$ cat src/rtl/key_ctrl_pkg.sv
// key_ctrl_pkg: state encoding and defaults shared by key_load_ctrl and its interface.
// The PAR, ERR and LOCKOUT encodings are only reached when KEY_PARITY_CHECK_EN is defined.
package key_ctrl_pkg;
    localparam logic [2:0] IDLE    = 3'd0;
    localparam logic [2:0] SHIFT   = 3'd1;
    localparam logic [2:0] PAR     = 3'd2;
    localparam logic [2:0] ARMED   = 3'd3;
    localparam logic [2:0] ERR     = 3'd4;
    localparam logic [2:0] LOCKOUT = 3'd5;
    localparam int KEY_W_DEF    = 64;
    localparam int FAIL_MAX_DEF = 3;
    // Even parity: the parity bit equals the XOR of all key bits.
    localparam logic PAR_ODD = 1'b0;
endpackage

$ cat src/rtl/key_load_ctrl_if.sv
// key_load_ctrl_if: key-provisioning port and key-pin bundle (master = provisioning side).
interface key_load_ctrl_if import key_ctrl_pkg::*; #(
    parameter int KEY_W = KEY_W_DEF
);
    logic             load_start;
    logic             key_bit;
    logic             key_valid;
    logic             key_ready;
    logic [KEY_W-1:0] key_out;
    logic             key_armed;
    logic             busy;
    logic             err;
    logic             lockout;
    modport master (
        output load_start, key_bit, key_valid,
        input  key_ready, key_out, key_armed, busy, err, lockout
    );
    modport slave (
        input  load_start, key_bit, key_valid,
        output key_ready, key_out, key_armed, busy, err, lockout
    );
endinterface

$ cat src/rtl/key_shift_reg.sv
// key_shift_reg: serial-in key register with sync clear; o_d is the value loaded at the next edge.
// The parity output exists only when KEY_PARITY_CHECK_EN is defined.
module key_shift_reg #(
    parameter int KEY_W = 64
) (
    input  logic             clk,
    input  logic             rst,
    input  logic             i_clr,
    input  logic             i_en,
    input  logic             i_bit,
    output logic [KEY_W-1:0] o_q,
    output logic [KEY_W-1:0] o_d
`ifdef KEY_PARITY_CHECK_EN
    ,
    output logic             o_par
`endif
);
    logic [KEY_W-1:0] r_q;
    assign o_d = i_clr ? '0 : i_en ? {r_q[KEY_W-2:0], i_bit} : r_q;
    assign o_q = r_q;
`ifdef KEY_PARITY_CHECK_EN
    assign o_par = ^r_q;
`endif
    always_ff @(posedge clk) begin
        r_q <= rst ? '0 : o_d;
    end
endmodule

$ cat src/rtl/key_load_ctrl.sv
// key_load_ctrl: serial logic-locking key loader; drives the key pins only after a complete load.
// Define KEY_PARITY_CHECK_EN to add the parity bit, error counting and permanent lockout.
module key_load_ctrl import key_ctrl_pkg::*; #(
    parameter int KEY_W    = KEY_W_DEF,
    parameter int CNT_W    = 7,
    parameter int FAIL_MAX = FAIL_MAX_DEF
) (
    input  logic            CLK,
    input  logic            RST,
    key_load_ctrl_if.slave  bus
);
    logic [2:0]       r_state;
    logic [2:0]       w_nxt;
    logic [CNT_W-1:0] r_cnt;
    logic [KEY_W-1:0] w_key_q;
    logic [KEY_W-1:0] w_key_d;
    logic [KEY_W-1:0] r_key_out;
    logic             r_armed;
    logic             r_busy;
    logic             w_acc;
    logic             w_clr;
    logic             w_en;
    logic             w_last;

    assign bus.key_ready = (r_state == SHIFT) || (r_state == PAR);
    assign w_acc  = bus.key_valid & bus.key_ready;
    // A restart discards any bit accepted in the same cycle.
    assign w_clr  = bus.load_start & (r_state != LOCKOUT);
    assign w_en   = w_acc & ~bus.load_start & (r_state == SHIFT);
    assign w_last = r_cnt == CNT_W'(KEY_W - 1);

    assign bus.key_out   = r_key_out;
    assign bus.key_armed = r_armed;
    assign bus.busy      = r_busy;

`ifdef KEY_PARITY_CHECK_EN
    localparam int FW = $clog2(FAIL_MAX + 1);
    logic [FW-1:0] r_fail;
    logic [FW-1:0] w_fail_inc;
    logic          w_par;
    logic          w_par_ok;
    logic          r_err;
    logic          r_lock;

    key_shift_reg #(.KEY_W(KEY_W)) u_sr (
        .clk(CLK), .rst(RST), .i_clr(w_clr), .i_en(w_en), .i_bit(bus.key_bit),
        .o_q(w_key_q), .o_d(w_key_d), .o_par(w_par)
    );

    assign w_fail_inc = r_fail + 1'b1;
    assign w_par_ok   = bus.key_bit == (w_par ^ PAR_ODD);
    assign w_nxt = w_clr                       ? SHIFT :
                   (w_en && w_last)            ? PAR :
                   (r_state == PAR && w_acc)   ? (w_par_ok ? ARMED :
                                                  (w_fail_inc == FW'(FAIL_MAX)) ? LOCKOUT : ERR) :
                   r_state;
    assign bus.err     = r_err;
    assign bus.lockout = r_lock;

    always_ff @(posedge CLK) begin
        if (RST) begin
            r_fail <= '0;
            r_err  <= 1'b0;
            r_lock <= 1'b0;
        end else begin
            r_fail <= (w_nxt == ARMED) ? '0 :
                      (r_state == PAR && (w_nxt == ERR || w_nxt == LOCKOUT) && r_fail != FW'(FAIL_MAX)) ? w_fail_inc :
                      r_fail;
            r_err  <= w_nxt == ERR;
            r_lock <= w_nxt == LOCKOUT;
        end
    end
`else
    key_shift_reg #(.KEY_W(KEY_W)) u_sr (
        .clk(CLK), .rst(RST), .i_clr(w_clr), .i_en(w_en), .i_bit(bus.key_bit),
        .o_q(w_key_q), .o_d(w_key_d)
    );

    assign w_nxt = w_clr ? SHIFT : (w_en && w_last) ? ARMED : r_state;
    assign bus.err     = 1'b0;
    assign bus.lockout = 1'b0;
`endif

    always_ff @(posedge CLK) begin
        if (RST) begin
            r_state   <= IDLE;
            r_cnt     <= '0;
            r_armed   <= 1'b0;
            r_busy    <= 1'b0;
            r_key_out <= '0;
        end else begin
            r_state   <= w_nxt;
            r_cnt     <= w_clr ? '0 : w_en ? r_cnt + 1'b1 : r_cnt;
            r_armed   <= w_nxt == ARMED;
            r_busy    <= (w_nxt == SHIFT) || (w_nxt == PAR);
            // Only a completed key is ever copied onto the key pins.
            r_key_out <= (w_nxt == ARMED) ? (r_state == ARMED ? w_key_q : w_key_d) : '0;
        end
    end
endmodule
$ cat src/flat_wrapper.sv
// flat-port wrapper written by rule: the top's interface ports become plain ports
module key_load_ctrl_flat import key_ctrl_pkg::*;
#(
    parameter int KEY_W    = KEY_W_DEF,
    parameter int CNT_W    = 7,
    parameter int FAIL_MAX = FAIL_MAX_DEF
)
  (CLK, RST, bus_load_start, bus_key_bit, bus_key_valid, bus_key_ready, bus_key_out, bus_key_armed, bus_busy, bus_err, bus_lockout);
  key_load_ctrl_if #(.KEY_W(KEY_W)) bus_i ();
  input  logic CLK;
  input  logic RST;
  input wire logic [$bits(bus_i.load_start)-1:0] bus_load_start;
  input wire logic [$bits(bus_i.key_bit)-1:0] bus_key_bit;
  input wire logic [$bits(bus_i.key_valid)-1:0] bus_key_valid;
  output wire logic [$bits(bus_i.key_ready)-1:0] bus_key_ready;
  output wire logic [$bits(bus_i.key_out)-1:0] bus_key_out;
  output wire logic [$bits(bus_i.key_armed)-1:0] bus_key_armed;
  output wire logic [$bits(bus_i.busy)-1:0] bus_busy;
  output wire logic [$bits(bus_i.err)-1:0] bus_err;
  output wire logic [$bits(bus_i.lockout)-1:0] bus_lockout;
  assign bus_i.load_start = bus_load_start;
  assign bus_i.key_bit = bus_key_bit;
  assign bus_i.key_valid = bus_key_valid;
  assign bus_key_ready = bus_i.key_ready;
  assign bus_key_out = bus_i.key_out;
  assign bus_key_armed = bus_i.key_armed;
  assign bus_busy = bus_i.busy;
  assign bus_err = bus_i.err;
  assign bus_lockout = bus_i.lockout;
  key_load_ctrl #(.KEY_W(KEY_W), .CNT_W(CNT_W), .FAIL_MAX(FAIL_MAX)) u_core (.CLK(CLK), .RST(RST), .bus(bus_i));
endmodule
$ cat config.mk
export PLATFORM = sky130hd
export DESIGN_NAME = key_load_ctrl_flat
export DESIGN_NICKNAME = d
export VERILOG_FILES = /design/src/rtl/key_ctrl_pkg.sv /design/src/rtl/key_load_ctrl_if.sv /design/src/rtl/key_shift_reg.sv /design/src/rtl/key_load_ctrl.sv /design/src/flat_wrapper.sv
export SDC_FILE = /design/constraint.sdc
export NUM_CORES = 1
export LEC_CHECK = 0
export ABC_AREA = 1
export CAP_MARGIN = 15
export CORE_MARGIN = 5
export CORE_UTILIZATION = 37
export CTS_CLUSTER_DIAMETER = 50
export DETAILED_ROUTE_END_ITERATION = 7
export GPL_TIMING_DRIVEN = 1
export SLEW_MARGIN = 10
export SYNTH_ARGS = -nofsm -noshare
export SYNTH_HDL_FRONTEND = slang
export SYNTH_SLANG_ARGS = --single-unit
$ cat constraint.sdc
create_clock -name CLK -period 1.3 [get_ports CLK]
set_input_delay 0.13 -clock CLK [delete_from_list [all_inputs] [get_ports CLK]]
set_output_delay 0.13 -clock CLK [all_outputs]
set_load 0.03 [all_outputs]
==> run summary <==
Status - finished, violations left
Failing checks - negative setup slack
CTS H-Tree Depth - 4
CTS Root Cell - clkbuf_16
Critical Path RT - 1670 ps
Synth-to-layout area growth - 80.2%
Hpwl dp - 9.17 mm
Grt ovf - 0
Cell Area, Synth - 5950 um^2
RSZ-0062 raised after global routing - true
First drt pass iteration count - 5
CP Capture Type - flop
GPL Wtd Cong - 0.794
Largest vdd supply drop - 0.950 mV
Max cap viols - 0
Final setup viols - 137
Die ar. - 18,700 um^2
Initial core utilization - 0.376
Final hold viol count - 0
Final worst slack - -389 ps
Hold Worst Slack - 122 ps
Core ar. - 15,800 um^2
Drc violations - 0
Reg clk slew, reported paths - 60 ps
Largest net degree at the start of global routing - 67
Final net count - 946
GRT Overall Usage - 0.236
Rows - 46
Distinct cells, synth - 24
Io pins - 74
Data arrival, critical path - 2050 ps
Total CTS buffers - 17
Port bufs - 71
Syn Area/Cell - 7.54 um^2
Vias per inst - 5.46
Critical path startpoint category - flop
Initial antenna violation count - 0
PwrDens - 997 nW/um^2
Routed length per instance - 19.8 um
Placed cells - 1,067
TritonCTS sink count - 140
CTS tree - done
Post-Syn Instances - 790
Starting DRT DRC Count - 502
CP Max Fanout - 8
Fin crit period - 1690 ps
Fmax - 592 MHz
Final Util - 0.678
Setup CP Type - flop to flop
Clock Latency Late Sink - 440 ps
ANT nets after route - 0
Detailed Route WL - 23.1 mm
Clk_skew - 11.1 ps
Total power - 10,700 uW
DIE WIDTH - 137 um
Die Ht - 137 um
CTS max path bufs - 2
Worst hold path type - primary input to flop
Final Slew Violations - 0
Post-Layout Cell Count - 1,168
Place WS - -496 ps
Static Leak - 0.00393 uW
Ant. Diodes - 0
Vias in the first global route - 6,389
Post-synthesis sequential area ratio - 0.471
Synth Warn # - 0
Share of cells above drive strength 1 - 0.459
Yosys reg bits - 140
First-pass GRT wire length - 34.0 mm
Tcrit/Tclk final - 1.30
Vias - 6,376
through the flow:
stage / cell area (um^2) / TNS, ps
finish: 10700 / -30920
global route: 10700 / -42340
CTS: 10200 / -17330
detailed placement: 7260 / -52890
global placement: 7260 / -51430
floorplan: 6020 / -4590
layout by cell type, fill, tap and decap left out, types with 11 or more instances in the layout:
cell type / count
a21oi_2: 50
a21oi_4: 11
buf_12: 34
buf_16: 22
buf_4: 38
buf_6: 19
clkbuf_16: 21
clkdlybuf4s15_1: 12
dfxtp_1: 135
dlygate4sd2_1: 45
inv_1: 76
nand2_1: 95
nand2_2: 17
nand2_4: 34
nand3_2: 72
nand3_4: 54
nand4_1: 64
nor2_1: 57
nor2_2: 13
synthesized netlist by cell type:
cell	instances	share of area
ha_1	1	0.0021
o21ai_0	4	0.0034
nor2_1	74	0.047
a21oi_2	49	0.072
buf_4	4	0.0050
nand3_1	136	0.11
dfxtp_1	140	0.47
nor3b_1	1	0.0013
o21ai_4	1	0.0027
nand2_1	147	0.093
nand2_2	1	0.0011
a21oi_1	22	0.018
buf_1	6	0.0038
o31ai_1	1	0.0013
buf_2	9	0.0076
nand3b_1	1	0.0013
buf_6	5	0.0095
nor3_1	2	0.0017
inv_1	78	0.049
inv_2	2	0.0013
clkbuf_1	40	0.025
conb_1	1	0.00063
or2_2	1	0.0011
nand4_1	64	0.067
path summary, 6_finish.rpt:
| check | startpoint | end | slack (ps) | depth (start not counted) |
|---|---|---|---|---|
| worst max-delay path | u_core.r_state[1]$_SDFF_PP0_ | u_core.bus.key_out[43]$_SDFF_PP0_ | -390 | 9 |
| worst min-delay path | RST | u_core.bus.busy$_SDFF_PP0_ | 120 | 4 |
| worst max register to register | u_core.r_state[1]$_SDFF_PP0_ | u_core.bus.key_out[43]$_SDFF_PP0_ | -390 | 9 |
| worst min register to register | u_core.u_sr.o_q[7]$_SDFF_PP0_ | u_core.bus.key_out[7]$_SDFF_PP0_ | 470 | 2 |
cell families (layout without fill, tap and decap cells):
family | Yosys count | count (layout) | synth area share
buf+inv | 144 | 305 | 0.101
flops | 140 | 140 | 0.471
simple gates | 427 | 427 | 0.327
fa+ha+maj | 1 | 1 | 0.00210
compound gates | 77 | 77 | 0.0979
other cells | 1 | 2 | 0.000630
critical path: stages, from the launching register on:
cell	delay (ps)
dfxtp_2	330
inv_2	80
nand2_4	70
o21ai_4	250
nand2_4	60
nand3b_1	240
buf_6	180
buf_12	150
buf_12	140
a21oi_2	100
timing repair:
item,CTS,global route
endpoints found under the setup margin,201,153
cloned,25,6
setup buffers,35,15
pin swaps,111,39
hold buffers,0,0
resized for setup,387,117
sequential cells by signal, indices dropped and copies added, names as in the netlist:
signal                cells
u_core.bus.key_out       64
u_core.r_state            3
u_core.r_cnt              7
u_core.bus.busy           1
u_core.u_sr.o_q          64
u_core.bus.key_armed      1
power breakdown:
part / switching [uW] / leakage (uW) / total (uW) / internal, uW
logic: 824 / 0.00252 / 1500 / 681
registers: 27.4 / 0.00113 / 4360 / 4330
clock network: 1930 / 0.000278 / 4830 / 2900
total: 2780 / 0.00393 / 10700 / 7910
layout make-up:
| type | count | area [um^2] |
|---|---|---|
| fillers | 1103 | 5100 |
| multi-input cells | 507 | 4140 |
| flip-flops and latches | 140 | 2810 |
| repair buffers | 194 | 2630 |
| clock buffers | 20 | 457 |
| inverters | 80 | 310 |
| well taps | 216 | 270 |
| clock inverters | 11 | 120 |
metal layers:
metal / part of all wire / routed length [um] / vias to the layer above / global-route usage
li1: - / - / 2945 / -
met1: 0.41 / 9390 / 3134 / 0.290
met2: 0.51 / 11800 / 234 / 0.396
met3: 0.054 / 1260 / 63 / 0.0438
met4: 0.029 / 668 / 0 / 0.115
met5: 0 / 0 / - / 0
Note: power is estimated with default switching activity, not from simulation.
